## config.mk

```make
export PLATFORM = sky130hd
export DESIGN_NAME = wb_copy_dma_flat
export DESIGN_NICKNAME = d
export VERILOG_FILES = /design/src/rtl/wb_copy_dma_pkg.sv /design/src/rtl/wishbone_if.sv /design/src/rtl/wb_copy_dma_watchdog.sv /design/src/rtl/wb_copy_dma.sv /design/src/flat_wrapper.sv
export SDC_FILE = /design/constraint.sdc
export NUM_CORES = 1
export LEC_CHECK = 0
export BUFFER_PORTS_ARGS = -buffer_cell sky130_fd_sc_hd__buf_2
export CAP_MARGIN = 20
export CORE_MARGIN = 10
export CORE_UTILIZATION = 57
export CTS_BUF_LIST = sky130_fd_sc_hd__clkbuf_8 sky130_fd_sc_hd__clkbuf_16
export DETAILED_ROUTE_END_ITERATION = 10
export HOLD_SLACK_MARGIN = 0.1
export PLACE_DENSITY_LB_ADDON = 0.12
export SLEW_MARGIN = 10
export SYNTH_ARGS = -nofsm -noshare
export SYNTH_HDL_FRONTEND = slang
export SYNTH_SLANG_ARGS = --single-unit
```

## constraint.sdc

```tcl
create_clock -name clock -period 4.25 [get_ports clock]
set_input_delay 0.425 -clock clock [delete_from_list [all_inputs] [get_ports clock]]
set_output_delay 0.425 -clock clock [all_outputs]
set_load 0.01 [all_outputs]
```

## src/rtl/wb_copy_dma_pkg.sv

```systemverilog
// wb_copy_dma_pkg: shared types and constants for the Wishbone copy DMA.
//   dma_state_e    : FSM state encoding (ST_ABORT is only reachable when
//                    WB_COPY_DMA_TIMEOUT_EN is defined)
//   WordStride     : byte stride between consecutive 32-bit words
//   DefaultTimeout : default ack timeout in cycles for the watchdog
package wb_copy_dma_pkg;

  typedef enum logic [2:0] {
    ST_IDLE,
    ST_RD,
    ST_WR,
    ST_DONE,
    ST_ABORT
  } dma_state_e;

  localparam int unsigned WordStride     = 4;
  localparam int unsigned DefaultTimeout = 255;

endpackage

```

## src/rtl/wishbone_if.sv

```systemverilog
// wishbone_if: classic Wishbone bus bundle.
//   primary   : drives cyc/stb/we/addr/sel/dat_o_p, receives dat_i_p/ack
//   secondary : mirror view for targets
interface wishbone_if #(
  parameter int unsigned ADDR_SIZE = 32,
  parameter int unsigned DATA_SIZE = 32
);
  logic                   cyc;
  logic                   stb;
  logic                   we;
  logic [ADDR_SIZE-1:0]   addr;
  logic [DATA_SIZE/8-1:0] sel;
  logic [DATA_SIZE-1:0]   dat_o_p;
  logic [DATA_SIZE-1:0]   dat_i_p;
  logic                   ack;

  modport primary   (output cyc, stb, we, addr, sel, dat_o_p, input  dat_i_p, ack);
  modport secondary (input  cyc, stb, we, addr, sel, dat_o_p, output dat_i_p, ack);
endinterface

```

## src/rtl/wb_copy_dma_watchdog.sv

```systemverilog
// wb_copy_dma_watchdog: ack timeout counter for the copy DMA.
//   clock, reset : system clock, async active-low reset
//   active       : high while a bus phase (RD/WR) is open
//   ack          : bus ack; restarts the count
//   expired      : high in the cycle that completes TIMEOUT_CYCLES cycles
//                  of an open phase without ack
module wb_copy_dma_watchdog #(
  parameter int unsigned TIMEOUT_CYCLES = 255
) (
  input  logic clock,
  input  logic reset,
  input  logic active,
  input  logic ack,
  output logic expired
);
  localparam int unsigned CW = (TIMEOUT_CYCLES < 2) ? 1 : $clog2(TIMEOUT_CYCLES + 1);

  logic [CW-1:0] cnt_q;

  // cnt_q counts completed ack-less cycles of the current phase, so the
  // phase's N-th cycle sees N-1 and expiry fires on the last allowed cycle.
  assign expired = active && !ack && (cnt_q == CW'(TIMEOUT_CYCLES - 1));

  always_ff @(posedge clock or negedge reset) begin
    if (!reset)               cnt_q <= '0;
    else if (!active || ack)  cnt_q <= '0;
    else if (!expired)        cnt_q <= cnt_q + CW'(1);
  end
endmodule

```

## src/rtl/wb_copy_dma.sv

```systemverilog
// wb_copy_dma: Wishbone primary that copies len 32-bit words from src_addr to
// dst_addr, one read then one write per word.
//   clock, reset   : system clock, async active-low reset
//   wb_if_p        : Wishbone primary port
//   start          : one-cycle request, sampled only in IDLE
//   src_addr/dst_addr/len : job description, latched on accepted start
//   busy           : high while moving data (RD/WR/ABORT)
//   done           : one-cycle pulse at the end of every accepted request
//   error          : set by a timeout abort, cleared by the next accepted start
//   words_done     : words fully written in the current/last request
// Optional: define WB_COPY_DMA_TIMEOUT_EN to add an ack watchdog
// (TIMEOUT_CYCLES) that aborts a stuck transfer; otherwise RD/WR wait for
// ack indefinitely and error is tied low.
module wb_copy_dma
  import wb_copy_dma_pkg::*;
#(
  parameter int unsigned ADDR_SIZE = 32,
  parameter int unsigned DATA_SIZE = 32,
  parameter int unsigned LEN_WIDTH = 16
`ifdef WB_COPY_DMA_TIMEOUT_EN
  , parameter int unsigned TIMEOUT_CYCLES = DefaultTimeout
`endif
) (
  input  logic                 clock,
  input  logic                 reset,
  wishbone_if.primary          wb_if_p,
  input  logic                 start,
  input  logic [ADDR_SIZE-1:0] src_addr,
  input  logic [ADDR_SIZE-1:0] dst_addr,
  input  logic [LEN_WIDTH-1:0] len,
  output logic                 busy,
  output logic                 done,
  output logic                 error,
  output logic [LEN_WIDTH-1:0] words_done
);
  dma_state_e           state_q, state_d;
  logic [ADDR_SIZE-1:0] src_q, dst_q;
  logic [LEN_WIDTH-1:0] remaining_q, words_q;
  logic [DATA_SIZE-1:0] data_q;
  logic                 ack, in_bus, accept, wd_expired;

  assign ack    = wb_if_p.ack;
  assign in_bus = (state_q == ST_RD) || (state_q == ST_WR);
  assign accept = (state_q == ST_IDLE) && start;

`ifdef WB_COPY_DMA_TIMEOUT_EN
  logic error_q;

  wb_copy_dma_watchdog #(.TIMEOUT_CYCLES(TIMEOUT_CYCLES)) u_wd (
    .clock   (clock),
    .reset   (reset),
    .active  (in_bus),
    .ack     (ack),
    .expired (wd_expired)
  );

  assign error = error_q;
`else
  assign wd_expired = 1'b0;
  assign error      = 1'b0;
`endif

  always_ff @(posedge clock or negedge reset) begin
    if (!reset) state_q <= ST_IDLE;
    else        state_q <= state_d;
  end

  always_comb begin
    state_d = state_q;
    unique case (state_q)
      ST_IDLE:  if (start) state_d = (len != '0) ? ST_RD : ST_DONE;
      // ack beats a same-cycle expiry: the transfer did complete.
      ST_RD:    if (ack) state_d = ST_WR;
                else if (wd_expired) state_d = ST_ABORT;
      ST_WR:    if (ack) state_d = (remaining_q == LEN_WIDTH'(1)) ? ST_DONE : ST_RD;
                else if (wd_expired) state_d = ST_ABORT;
      ST_DONE:  state_d = ST_IDLE;
`ifdef WB_COPY_DMA_TIMEOUT_EN
      ST_ABORT: state_d = ST_DONE;
`endif
      default:  state_d = ST_IDLE;
    endcase
  end

  always_ff @(posedge clock or negedge reset) begin
    if (!reset) begin
      src_q       <= '0;
      dst_q       <= '0;
      remaining_q <= '0;
      words_q     <= '0;
      data_q      <= '0;
`ifdef WB_COPY_DMA_TIMEOUT_EN
      error_q     <= 1'b0;
`endif
    end else begin
      if (accept) begin
        words_q <= '0;
`ifdef WB_COPY_DMA_TIMEOUT_EN
        error_q <= 1'b0;
`endif
        // a zero-length job leaves the previous addresses untouched
        if (len != '0) begin
          src_q       <= src_addr;
          dst_q       <= dst_addr;
          remaining_q <= len;
        end
      end
      if (state_q == ST_RD && ack) data_q <= wb_if_p.dat_i_p;
      if (state_q == ST_WR && ack) begin
        // byte-address increment wraps naturally at 2^ADDR_SIZE
        src_q       <= src_q + ADDR_SIZE'(WordStride);
        dst_q       <= dst_q + ADDR_SIZE'(WordStride);
        remaining_q <= remaining_q - LEN_WIDTH'(1);
        words_q     <= words_q + LEN_WIDTH'(1);
      end
`ifdef WB_COPY_DMA_TIMEOUT_EN
      if (state_q == ST_ABORT) error_q <= 1'b1;
`endif
    end
  end

  // Bus outputs decode straight from state so a reset drops cyc/stb at once.
  assign wb_if_p.cyc     = in_bus;
  assign wb_if_p.stb     = in_bus;
  assign wb_if_p.we      = (state_q == ST_WR);
  assign wb_if_p.addr    = (state_q == ST_RD) ? {src_q[ADDR_SIZE-1:2], 2'b00} :
                           (state_q == ST_WR) ? {dst_q[ADDR_SIZE-1:2], 2'b00} : '0;
  assign wb_if_p.sel     = in_bus ? '1 : '0;
  assign wb_if_p.dat_o_p = (state_q == ST_WR) ? data_q : '0;

  assign busy       = in_bus || (state_q == ST_ABORT);
  assign done       = (state_q == ST_DONE);
  assign words_done = words_q;
endmodule

```

## src/flat_wrapper.sv

```systemverilog
// flat-port wrapper written by rule: the top's interface ports become plain ports
module wb_copy_dma_flat import wb_copy_dma_pkg::*;
#(
  parameter int unsigned ADDR_SIZE = 32,
  parameter int unsigned DATA_SIZE = 32,
  parameter int unsigned LEN_WIDTH = 16

)
  (clock, reset, start, src_addr, dst_addr, len, busy, done, error, words_done, wb_if_p_cyc, wb_if_p_stb, wb_if_p_we, wb_if_p_addr, wb_if_p_sel, wb_if_p_dat_o_p, wb_if_p_dat_i_p, wb_if_p_ack);
  wishbone_if #(.ADDR_SIZE(ADDR_SIZE), .DATA_SIZE(DATA_SIZE)) wb_if_p_i ();
  input  logic clock;
  input  logic reset;
  input  logic start;
  input  logic [ADDR_SIZE-1:0] src_addr;
  input  logic [ADDR_SIZE-1:0] dst_addr;
  input  logic [LEN_WIDTH-1:0] len;
  output logic busy;
  output logic done;
  output logic error;
  output logic [LEN_WIDTH-1:0] words_done;
  output wire logic [$bits(wb_if_p_i.cyc)-1:0] wb_if_p_cyc;
  output wire logic [$bits(wb_if_p_i.stb)-1:0] wb_if_p_stb;
  output wire logic [$bits(wb_if_p_i.we)-1:0] wb_if_p_we;
  output wire logic [$bits(wb_if_p_i.addr)-1:0] wb_if_p_addr;
  output wire logic [$bits(wb_if_p_i.sel)-1:0] wb_if_p_sel;
  output wire logic [$bits(wb_if_p_i.dat_o_p)-1:0] wb_if_p_dat_o_p;
  input wire logic [$bits(wb_if_p_i.dat_i_p)-1:0] wb_if_p_dat_i_p;
  input wire logic [$bits(wb_if_p_i.ack)-1:0] wb_if_p_ack;
  assign wb_if_p_cyc = wb_if_p_i.cyc;
  assign wb_if_p_stb = wb_if_p_i.stb;
  assign wb_if_p_we = wb_if_p_i.we;
  assign wb_if_p_addr = wb_if_p_i.addr;
  assign wb_if_p_sel = wb_if_p_i.sel;
  assign wb_if_p_dat_o_p = wb_if_p_i.dat_o_p;
  assign wb_if_p_i.dat_i_p = wb_if_p_dat_i_p;
  assign wb_if_p_i.ack = wb_if_p_ack;
  wb_copy_dma #(.ADDR_SIZE(ADDR_SIZE), .DATA_SIZE(DATA_SIZE), .LEN_WIDTH(LEN_WIDTH)) u_core (.clock(clock), .reset(reset), .wb_if_p(wb_if_p_i), .start(start), .src_addr(src_addr), .dst_addr(dst_addr), .len(len), .busy(busy), .done(done), .error(error), .words_done(words_done));
endmodule
```

==> results of run 1 <==
## cell type report
cell class	instances	area, um^2	area share
multi-input combinational	583	3643	0.4189
sequential	126	3153	0.3625
timing repair buffer	212	1114	0.1280
clock buffer	22	494.2	0.05682
tap	168	210.2	0.02417
clock inverter	10	47.55	0.005466
inverter	9	33.78	0.003884
antenna	1	2.502	0.0002877
## through the flow
stage / instance area [um^2] / setup WS, ns / utilization
after floorplan: 7063 / 1.874 / -
final: 8698 / 1.205 / 0.7212
after global placement: 8124 / 1.321 / 0.6735
after detailed placement: 8154 / 1.217 / 0.6760
after global routing: 8698 / 0.9817 / 0.7212
after CTS: 8696 / 1.218 / 0.7210
## worst reg2reg max path: stages, from the launching register on
cell and delay [ns]:
dfrtp_1 0.41, inv_1 0.09, ha_1 0.34, nand2_1 0.38, buf_4 0.33, nand2_2 0.76, buf_4 0.38, o22ai_1 0.11
a21oi_1 0.16
## cells in the mapped netlist, types with 7 or more instances
| cell | instances | area (um^2) |
|---|---|---|
| nor4_1 | 20 | 125.1 |
| nor2_1 | 61 | 229.0 |
| a211oi_1 | 13 | 97.59 |
| ha_1 | 9 | 112.6 |
| or2_2 | 7 | 43.79 |
| inv_1 | 9 | 33.78 |
| and2_1 | 35 | 219.0 |
| dfrtp_1 | 126 | 3153 |
| clkbuf_1 | 34 | 127.6 |
| o21ai_0 | 35 | 175.2 |
| nand4_1 | 28 | 175.2 |
| a22o_1 | 30 | 262.8 |
| buf_4 | 9 | 67.56 |
| and3_1 | 10 | 62.56 |
| mux2_2 | 32 | 360.4 |
| nor3_1 | 27 | 135.1 |
| o211ai_1 | 27 | 202.7 |
| mux2i_1 | 9 | 90.09 |
| nand3_1 | 50 | 250.2 |
| a21oi_1 | 26 | 130.1 |
| nand2_1 | 84 | 315.3 |
## routing by layer
metal  routed length [um]  global-route usage  up-vias
met3                 1642             0.06098       45
met1                 9177              0.3107     3346
li1                     -                   -     3229
met4                  391             0.07478        0
met5                    0                   0        -
met2                10720              0.4086      342
## worst paths after layout
path | start | to | slack [ns] | cells after the start
min | reset | u_core.dst_q[14]$_DFFE_PN0P_ | 0.12 | 1
max reg2reg | u_core.state_q[0]$_DFFE_PN0P_ | u_core.dst_q[8]$_DFFE_PN0P_ | 1.21 | 8
min in group clock | dst_addr[23] | u_core.dst_q[23]$_DFFE_PN0P_ | 0.21 | 3
max in group asynchronous | reset | u_core.data_q[7]$_DFFE_PN0P_ | 3.17 | 2
min reg2reg | u_core.words_done[15]$_DFFE_PN0P_ | u_core.words_done[15]$_DFFE_PN0P_ | 0.48 | 1
max | u_core.state_q[0]$_DFFE_PN0P_ | u_core.dst_q[8]$_DFFE_PN0P_ | 1.21 | 8
## sequential cells by signal (all words and copies together) (netlist names)
| register | cells |
|---|---|
| u_core.words_done | 16 |
| u_core.state_q | 2 |
| u_core.remaining_q | 16 |
| u_core.src_q | 30 |
| u_core.data_q | 32 |
| u_core.dst_q | 30 |
## power groups by stage
| stage | Sequential (mW) | Clock, mW | Combinational (mW) |
|---|---|---|---|
| after floorplan | 2.13 | 0 | 1.84 |
| after global placement | 2.26 | 0 | 2.46 |
| after detailed placement | 2.30 | 0 | 2.57 |
| after CTS | 2.29 | 1.33 | 2.59 |
| after global routing | 2.40 | 1.39 | 2.85 |
| final | 2.31 | 1.31 | 2.58 |
## cells by family after synthesis
kind of cell,count (synthesis)
buf+inv,62
fa+ha+maj,9
flops,126
compound gates,181
simple gates,343
other cells,1
mux,41
xor+xnor,6
==> impl_metrics.env, run 1 <==
export IMPL_status="completed"
export IMPL_max_stage_delay_ns=0.76
export IMPL_max_freq_mhz=328.5
export IMPL_max_cap_viol_count=0
export IMPL_antenna_found_initial=1
export IMPL_synth_ff_type="dfrtp_1"
export IMPL_start_util=0.5850
export IMPL_grt_ovfl_total=0
export IMPL_drc=0
export IMPL_layout_common_cells="197 x buf_2, 126 x dfrtp_1, 83 x nand2_1"
export IMPL_drv_slew=0
export IMPL_grt_start_max_net_pins=65
export IMPL_synthAdderAreaFrac=0.01596
export IMPL_cts_hold_buffers=0
export IMPL_fin_cells=1131
export IMPL_dpl_cell_count=1098
export IMPL_layout_commonest_cell="buf_2"
export IMPL_synth_seq_area_share=0.4469
export IMPL_fillCellCount=936
export IMPL_grt_pass1_wl_um=35430
export IMPL_num_io_pins=206
export IMPL_yosysWarningCount=0
export IMPL_crit_chain="inv_1 > ha_1 > nand2_1 > buf_4 > nand2_2 > buf_4 > o22ai_1 > a21oi_1"
export IMPL_wirelength_um=21930
export IMPL_final_hold_viol_count=0
export IMPL_area_delta_synth_final_pct=23.28
export IMPL_dr_pass1_iters=7
export IMPL_clk_latency_ns=0.42
export IMPL_worstSetupPathType="flop to flop"
export IMPL_p_int_mw=3.656
export IMPL_grt_usage=0.2467
export IMPL_die_x_um=131.3
export IMPL_post_route_period_util=0.7164
export IMPL_ant_nets=0
export IMPL_clk_pin_slew_ns=0.06
export IMPL_path_buf_inv=3
export IMPL_die_height_um=131.3
export IMPL_gp_congestion=0.9451
export IMPL_swShare=0.4108
export IMPL_vdd_ir_drop_max_v=0.0003560
export IMPL_synthArstFlopShare=1.000
export IMPL_post_cts_buffers=0
export IMPL_syn_inst=769
export IMPL_grt_pass1_vias=6873
export IMPL_endpoint_kind="flop"
export IMPL_syn_area_um2=7056
export IMPL_hold_ws_ns=0.1168
export IMPL_hold_class="input pin to asynchronous set/reset pin"
export IMPL_share_comb_of_total_power=0.416
export IMPL_powerDensity_nw_per_um2=713.4
export IMPL_clkPwrFrac=0.212
export IMPL_synth_top_family_by_area="simple AND/OR/NAND/NOR gates"
export IMPL_routedWlPerCell_um=19.39
export IMPL_drt_iter0_markers=813
export IMPL_fin_crit_ns=3.045
export IMPL_synth_compound_gate_area_share=0.1818
export IMPL_critical_path_arrival_ns=3.38
export IMPL_ys_types=56
export IMPL_hpwlAfterDp_um=15880
export IMPL_dieArea_um2=17230
export IMPL_synth_xor_area_frac=0.007448
export IMPL_dr_total_vias=6962
export IMPL_synth_simple_area_share=0.2449
export IMPL_core_um2=12060
export IMPL_h_tree_depth=4
export IMPL_crit_required_ns=4.59
export IMPL_cts_tree="built"
export IMPL_postSynthAreaPerCell_um2=9.175
export IMPL_rows=40
export IMPL_io_buffers=198
export IMPL_drive_gt1_frac=0.2994
export IMPL_finClkSkew_ns=0.009765
export IMPL_power_leakage_nw=3.955
export IMPL_cts_made_buffers=17
export IMPL_crit_fanout=47
export IMPL_seqPwrFrac=0.373
export IMPL_cts_resized=0
export IMPL_path_delay_family="simple AND/OR/NAND/NOR gates"
export IMPL_power_switching_mw=2.549
export IMPL_via_per_inst=6.156
export IMPL_finalSetupTns_ns=0
export IMPL_rsz0062_at_grt="false"
export IMPL_synth_edf_count=0
export IMPL_cts_sinks=126
export IMPL_worstSetupStartpointType="flop"
export IMPL_crit_path_frequent_cell="buf_4"
export IMPL_tightestPinTransition_ns=1.073
export IMPL_cpMaxStageDelayCell="nand2_2"
export IMPL_root_buffer="clkbuf_16"
export IMPL_nNetsFinal=1074
export IMPL_ys_ff_latch=126
export IMPL_clockBufferDepth=2
export IMPL_total_power_mw=6.205
export IMPL_setup_viol=0
export IMPL_slew_headroom=0.2778
export IMPL_synthMuxAreaShare=0.06384
(Power assumes the default switching activity.)
==> run 2: changes to the inputs <==
--- a/config.mk
+++ b/config.mk
@@ -8,7 +8,7 @@
 export BUFFER_PORTS_ARGS = -buffer_cell sky130_fd_sc_hd__buf_2
 export CAP_MARGIN = 20
 export CORE_MARGIN = 10
-export CORE_UTILIZATION = 57
+export CORE_UTILIZATION = 53
 export CTS_BUF_LIST = sky130_fd_sc_hd__clkbuf_8 sky130_fd_sc_hd__clkbuf_16
 export DETAILED_ROUTE_END_ITERATION = 10
 export HOLD_SLACK_MARGIN = 0.1
==> constraint.sdc (replaced) <==
create_clock -name clock -period 3.1 [get_ports clock]
set_input_delay 0.31 -clock clock [delete_from_list [all_inputs] [get_ports clock]]
set_output_delay 0.31 -clock clock [all_outputs]
set_load 0.01 [all_outputs]
==> impl_metrics.env, run 2 (synthesis gave the netlist of run 1 again) <==
export IMPL_status="completed"
export IMPL_largest_reg_flops=32
export IMPL_wl_met3_um=1597
export IMPL_clk_pin_slew_ns=0.05
export IMPL_grt_ovfl_total=0
export IMPL_endpoint_kind="flop"
export IMPL_final_hold_viol_count=0
export IMPL_top_regs="u_core.data_q: 32 flops, u_core.dst_q: 30 flops, u_core.src_q: 30 flops"
export IMPL_cts_sinks=126
export IMPL_worstSetupPathType="flop to flop"
export IMPL_crit_fanout=40
export IMPL_start_util=0.5370
export IMPL_powerDensity_nw_per_um2=987.2
export IMPL_hpwlAfterDp_um=16180
export IMPL_fin_cells=1143
export IMPL_antenna_found_initial=0
export IMPL_drive_gt1_frac=0.3040
export IMPL_tightestPinTransition_ns=0.8741
export IMPL_root_buffer="clkbuf_16"
export IMPL_slew_headroom=0.4119
export IMPL_wirelength_um=22000
export IMPL_clockBufferDepth=2
export IMPL_dieArea_um2=18330
export IMPL_met1Wirelength_um=9376
export IMPL_crit_cells=8
export IMPL_layout_common_cells="197 x buf_2, 126 x dfrtp_1, 83 x nand2_1"
export IMPL_drt_iter0_markers=648
export IMPL_setup_slack_ns=0.4265
export IMPL_vdd_ir_drop_max_v=0.0004616
export IMPL_drc=0
export IMPL_clkPwrFrac=0.229
export IMPL_path_buf_inv=2
export IMPL_fin_crit_ns=2.674
export IMPL_r2r_start="u_core.state_q[0]$_DFFE_PN0P_"
export IMPL_gp_congestion=0.8800
export IMPL_rsz0062_at_grt="false"
export IMPL_h_tree_depth=4
export IMPL_setup_viol=0
export IMPL_layout_commonest_cell="buf_2"
export IMPL_finalSetupTns_ns=0
export IMPL_via_per_inst=6.060
export IMPL_swShare=0.3995
export IMPL_top_register="u_core.data_q"
export IMPL_crit_chain="inv_1 > ha_1 > buf_4 > and2_1 > nand3_1 > or4_1 > nand3_1 > o211ai_1"
export IMPL_crit_required_ns=3.39
export IMPL_die_x_um=135.4
export IMPL_hold_class="input pin to flop"
export IMPL_seqPwrFrac=0.365
export IMPL_power_switching_mw=3.485
export IMPL_dpl_cell_count=1112
export IMPL_grt_start_max_net_pins=53
export IMPL_drv_slew=0
export IMPL_grt_pass1_vias=6875
export IMPL_grt_pass1_wl_um=35540
export IMPL_worstSetupStartpointType="flop"
export IMPL_max_cap_viol_count=0
export IMPL_dr_pass1_iters=5
export IMPL_cts_made_buffers=17
export IMPL_max_freq_mhz=374.0
export IMPL_dp_slack_ns=0.4471
export IMPL_routedWlPerCell_um=19.24
export IMPL_top_layer="met4"
export IMPL_area_delta_synth_final_pct=25.25
export IMPL_timing_rr_end="u_core.remaining_q[8]$_DFFE_PN0P_"
export IMPL_dr_total_vias=6927
export IMPL_die_height_um=135.4
export IMPL_fillCellCount=1118
export IMPL_n_antenna_cell=0
export IMPL_power_leakage_nw=4.012
export IMPL_met2_length_um=10700
export IMPL_num_io_pins=206
export IMPL_grt_usage=0.2380
export IMPL_reg2reg_depth=8
export IMPL_post_route_util=0.6727
export IMPL_cpMaxStageDelayCell="or4_1"
export IMPL_startpoint="u_core.state_q[0]$_DFFE_PN0P_"
export IMPL_finClkSkew_ns=0.006950
export IMPL_share_comb_of_total_power=0.406
export IMPL_cts_resized=0
export IMPL_crit_path_frequent_cell="nand3_1"
export IMPL_core_um2=13140
export IMPL_reg2reg_slack_ns=0.43
export IMPL_post_route_period_util=0.8624
export IMPL_crit_end="u_core.remaining_q[8]$_DFFE_PN0P_"
export IMPL_path_delay_family="simple AND/OR/NAND/NOR gates"
export IMPL_clk_latency_ns=0.42
export IMPL_ant_nets=0
export IMPL_io_buffers=198
export IMPL_p_int_mw=5.239
export IMPL_rows=42
export IMPL_critical_path_arrival_ns=2.96
export IMPL_max_stage_delay_ns=0.53
export IMPL_cts_tree="built"
export IMPL_nNetsFinal=1082
-- run 2: final cells by class --
class	instances	area, um^2	share of cell area
Tap cell	176	220.2	0.02492
Timing Repair Buffer	220	1201	0.1359
Multi-Input combinational cell	583	3643	0.4123
Sequential cell	126	3153	0.3568
Clock inverter	9	118.9	0.01345
Inverter	9	33.78	0.003823
Clock buffer	20	466.7	0.05281
-- run 2: timing repair --
action,CTS,global route
setup buffers,0,0
hold buffers,2,0
hold endpoints to repair,50,0
-- run 2: worst register-to-register path: stages, from the launching register on --
cell and delay (ns):
dfrtp_1 0.41, inv_1 0.09, ha_1 0.17, buf_4 0.33, and2_1 0.47, nand3_1 0.37, or4_1 0.53, nand3_1 0.10
o211ai_1 0.09
-- run 2: how the worst min path moves through the flow --
stage	start	endpoint	slack, ns	cells after the start
2_1_floorplan	reset	u_core.data_q[0]$_DFFE_PN0P_	0.01	0
3_3_place_gp	reset	u_core.dst_q[12]$_DFFE_PN0P_	0.40	1
3_5_place_dp	reset	u_core.dst_q[12]$_DFFE_PN0P_	0.42	1
4_1_cts	dst_addr[23]	u_core.dst_q[23]$_DFFE_PN0P_	0.10	3
5_1_grt	dst_addr[30]	u_core.dst_q[30]$_DFFE_PN0P_	0.12	3
6_report	dst_addr[23]	u_core.dst_q[23]$_DFFE_PN0P_	0.11	3
-- run 2: layer usage --
metal / GRT usage / vias to the layer above
met2: 0.3874 / 273
li1: - / 3243
met4: 0.07057 / 0
met3: 0.05490 / 28
met5: 0 / -
met1: 0.3089 / 3383
-- run 2: stage by stage --
step | hold WS (ns) | instance area, um^2 | power [mW]
finish | 0.1094 | 8837 | 8.724
global route | 0.1152 | 8837 | 9.315
CTS | 0.1034 | 8837 | 8.743
detailed placement | 0.4150 | 8232 | 6.723
global placement | 0.4019 | 8232 | 6.559
floorplan | 0.01441 | 7063 | 5.444
-- run 2: power groups by stage --
stage          clock network, mW  logic, mW  registers, mW
2_1_floorplan                  0       2.53           2.92
3_3_place_gp                   0       3.44           3.12
3_5_place_dp                   0       3.55           3.17
4_1_cts                     2.02       3.57           3.15
5_1_grt                     2.11       3.92           3.29
6_report                    2.00       3.54           3.18
==> run 3: changes to the inputs <==
--- a/config.mk
+++ b/config.mk
@@ -7,7 +7,7 @@
 export LEC_CHECK = 0
 export BUFFER_PORTS_ARGS = -buffer_cell sky130_fd_sc_hd__buf_2
 export CAP_MARGIN = 20
-export CORE_MARGIN = 10
+export CORE_MARGIN = 2
 export CORE_UTILIZATION = 53
 export CTS_BUF_LIST = sky130_fd_sc_hd__clkbuf_8 sky130_fd_sc_hd__clkbuf_16
 export DETAILED_ROUTE_END_ITERATION = 10
==> constraint.sdc (replaced) <==
create_clock -name clock -period 3.1 [get_ports clock]
set_input_delay 0.31 -clock clock [delete_from_list [all_inputs] [get_ports clock]]
set_output_delay 0.31 -clock clock [all_outputs]
set_load 0.02 [all_outputs]
==> impl_metrics.env, run 3 (synthesis gave the netlist of run 1 again) <==
export IMPL_dpl_cell_count=1111
export IMPL_top_register="u_core.data_q"
export IMPL_wirelength_um=20630
export IMPL_fin_crit_ns=2.751
export IMPL_clk_pin_slew_ns=0.06
export IMPL_vdd_ir_drop_max_v=0.0005007
export IMPL_die_height_um=119.4
export IMPL_cts_sinks=126
export IMPL_worstSetupStartpointType="flop"
export IMPL_r2r_start="u_core.state_q[0]$_DFFE_PN0P_"
export IMPL_powerDensity_nw_per_um2=1023
export IMPL_grt_ovfl_total=0
export IMPL_h_tree_depth=4
export IMPL_io_buffers=198
export IMPL_top_regs="u_core.data_q: 32 flops, u_core.dst_q: 30 flops, u_core.src_q: 30 flops"
export IMPL_critical_path_arrival_ns=2.44
export IMPL_hold_class="input pin to flop"
export IMPL_clk_latency_ns=0.42
export IMPL_rows=42
export IMPL_gp_congestion=0.9357
export IMPL_crit_required_ns=2.79
export IMPL_max_freq_mhz=363.5
export IMPL_antenna_found_initial=1
export IMPL_cts_made_buffers=17
export IMPL_reg2reg_depth=8
export IMPL_start_util=0.5370
export IMPL_max_cap_viol_count=0
export IMPL_area_delta_synth_final_pct=25.73
export IMPL_drt_iter0_markers=489
export IMPL_cts_tree="built"
export IMPL_startpoint="u_core.state_q[0]$_DFFE_PN0P_"
export IMPL_core_um2=13140
export IMPL_finalSetupTns_ns=0
export IMPL_setup_viol=0
export IMPL_dr_total_vias=6947
export IMPL_dr_pass1_iters=7
export IMPL_final_hold_viol_count=0
export IMPL_num_io_pins=206
export IMPL_die_x_um=119.4
export IMPL_tightestPinTransition_ns=0.7468
export IMPL_post_route_util=0.6752
export IMPL_grt_pass1_wl_um=32980
export IMPL_drc=0
export IMPL_worstSetupPathType="flop to primary output"
export IMPL_root_buffer="clkbuf_16"
export IMPL_hpwlAfterDp_um=14410
export IMPL_rsz0062_at_grt="false"
export IMPL_grt_pass1_vias=6643
export IMPL_layout_common_cells="197 x buf_2, 126 x dfrtp_1, 83 x nand2_1"
export IMPL_ant_nets=0
export IMPL_crit_end="wb_if_p_addr[6]"
export IMPL_grt_usage=0.2908
export IMPL_nNetsFinal=1085
export IMPL_drive_gt1_frac=0.3045
export IMPL_crit_fanout=37
export IMPL_layout_commonest_cell="buf_2"
export IMPL_fin_cells=1149
export IMPL_routedWlPerCell_um=17.95
export IMPL_timing_rr_end="u_core.remaining_q[11]$_DFFE_PN0P_"
export IMPL_status="completed"
export IMPL_cts_resized=0
export IMPL_post_route_period_util=0.8875
export IMPL_power_leakage_nw=4.008
export IMPL_via_per_inst=6.046
export IMPL_endpoint_kind="primary output"
export IMPL_clockBufferDepth=2
export IMPL_reg2reg_slack_ns=0.55
export IMPL_largest_reg_flops=32
export IMPL_drv_slew=0
export IMPL_grt_start_max_net_pins=86
export IMPL_dieArea_um2=14250
export IMPL_finClkSkew_ns=0.005919
export IMPL_slew_headroom=0.4975
## run 3: worst max-delay path, cell delays in order, from the launching register on
cell	delay (ns)
dfrtp_1	0.42
inv_1	0.09
ha_1	0.26
buf_4	0.32
nor2b_2	0.19
buf_4	0.34
a22o_1	0.22
buf_2	0.17
## run 3: power breakdown
group	leakage (nW)	switching [mW]	internal [mW]
registers	1.52	0.817	2.37
clock network	0.285	0.760	1.26
logic	2.20	2.31	1.56
total	4.01	3.89	5.19
## run 3: layout make-up
cell class / count / area (um^2)
Sequential cell: 126 / 3153
Timing Repair Buffer: 223 / 1221
Inverter: 9 / 33.78
Multi-Input combinational cell: 583 / 3643
Tap cell: 176 / 220.2
Antenna cell: 1 / 2.502
Clock buffer: 17 / 425.4
Fill cell: 1070 / 4267
Clock inverter: 14 / 171.4
## run 3: metrics by stage
step	area, um^2	hold slack, ns	total power [mW]	worst slack [ns]
floorplan	7063	0.01441	5.814	0.6929
global placement	8212	0.3217	6.857	0.7059
detailed placement	8212	0.3273	7.013	0.6143
CTS	8869	0.1013	9.074	0.3399
global route	8871	0.1157	9.635	0.1858
finish	8871	0.1145	9.074	0.3488
## run 3: what timing repair did
action,CTS,global route
hold endpoints to repair,46,0
hold buffers,6,0
setup buffers,0,0
## run 3: how the worst min path moves through the flow
stage	from	to	slack (ns)	depth (start not counted)
after CTS	dst_addr[24]	u_core.dst_q[24]$_DFFE_PN0P_	0.10	3
after floorplan	reset	u_core.data_q[0]$_DFFE_PN0P_	0.01	0
final	dst_addr[11]	u_core.dst_q[11]$_DFFE_PN0P_	0.11	3
after global routing	wb_if_p_dat_i_p[20]	u_core.data_q[20]$_DFFE_PN0P_	0.12	2
after global placement	reset	u_core.dst_q[12]$_DFFE_PN0P_	0.32	1
after detailed placement	reset	u_core.dst_q[11]$_DFFE_PN0P_	0.33	1
## run 3: routing by layer
layer / track usage / up-vias / wire, um
met5: 0 / - / 0
met1: 0.3927 / 3305 / 8749
met4: 0.1081 / 0 / 457
li1: - / 3259 / -
met3: 0.05795 / 42 / 1502
met2: 0.4662 / 341 / 9918
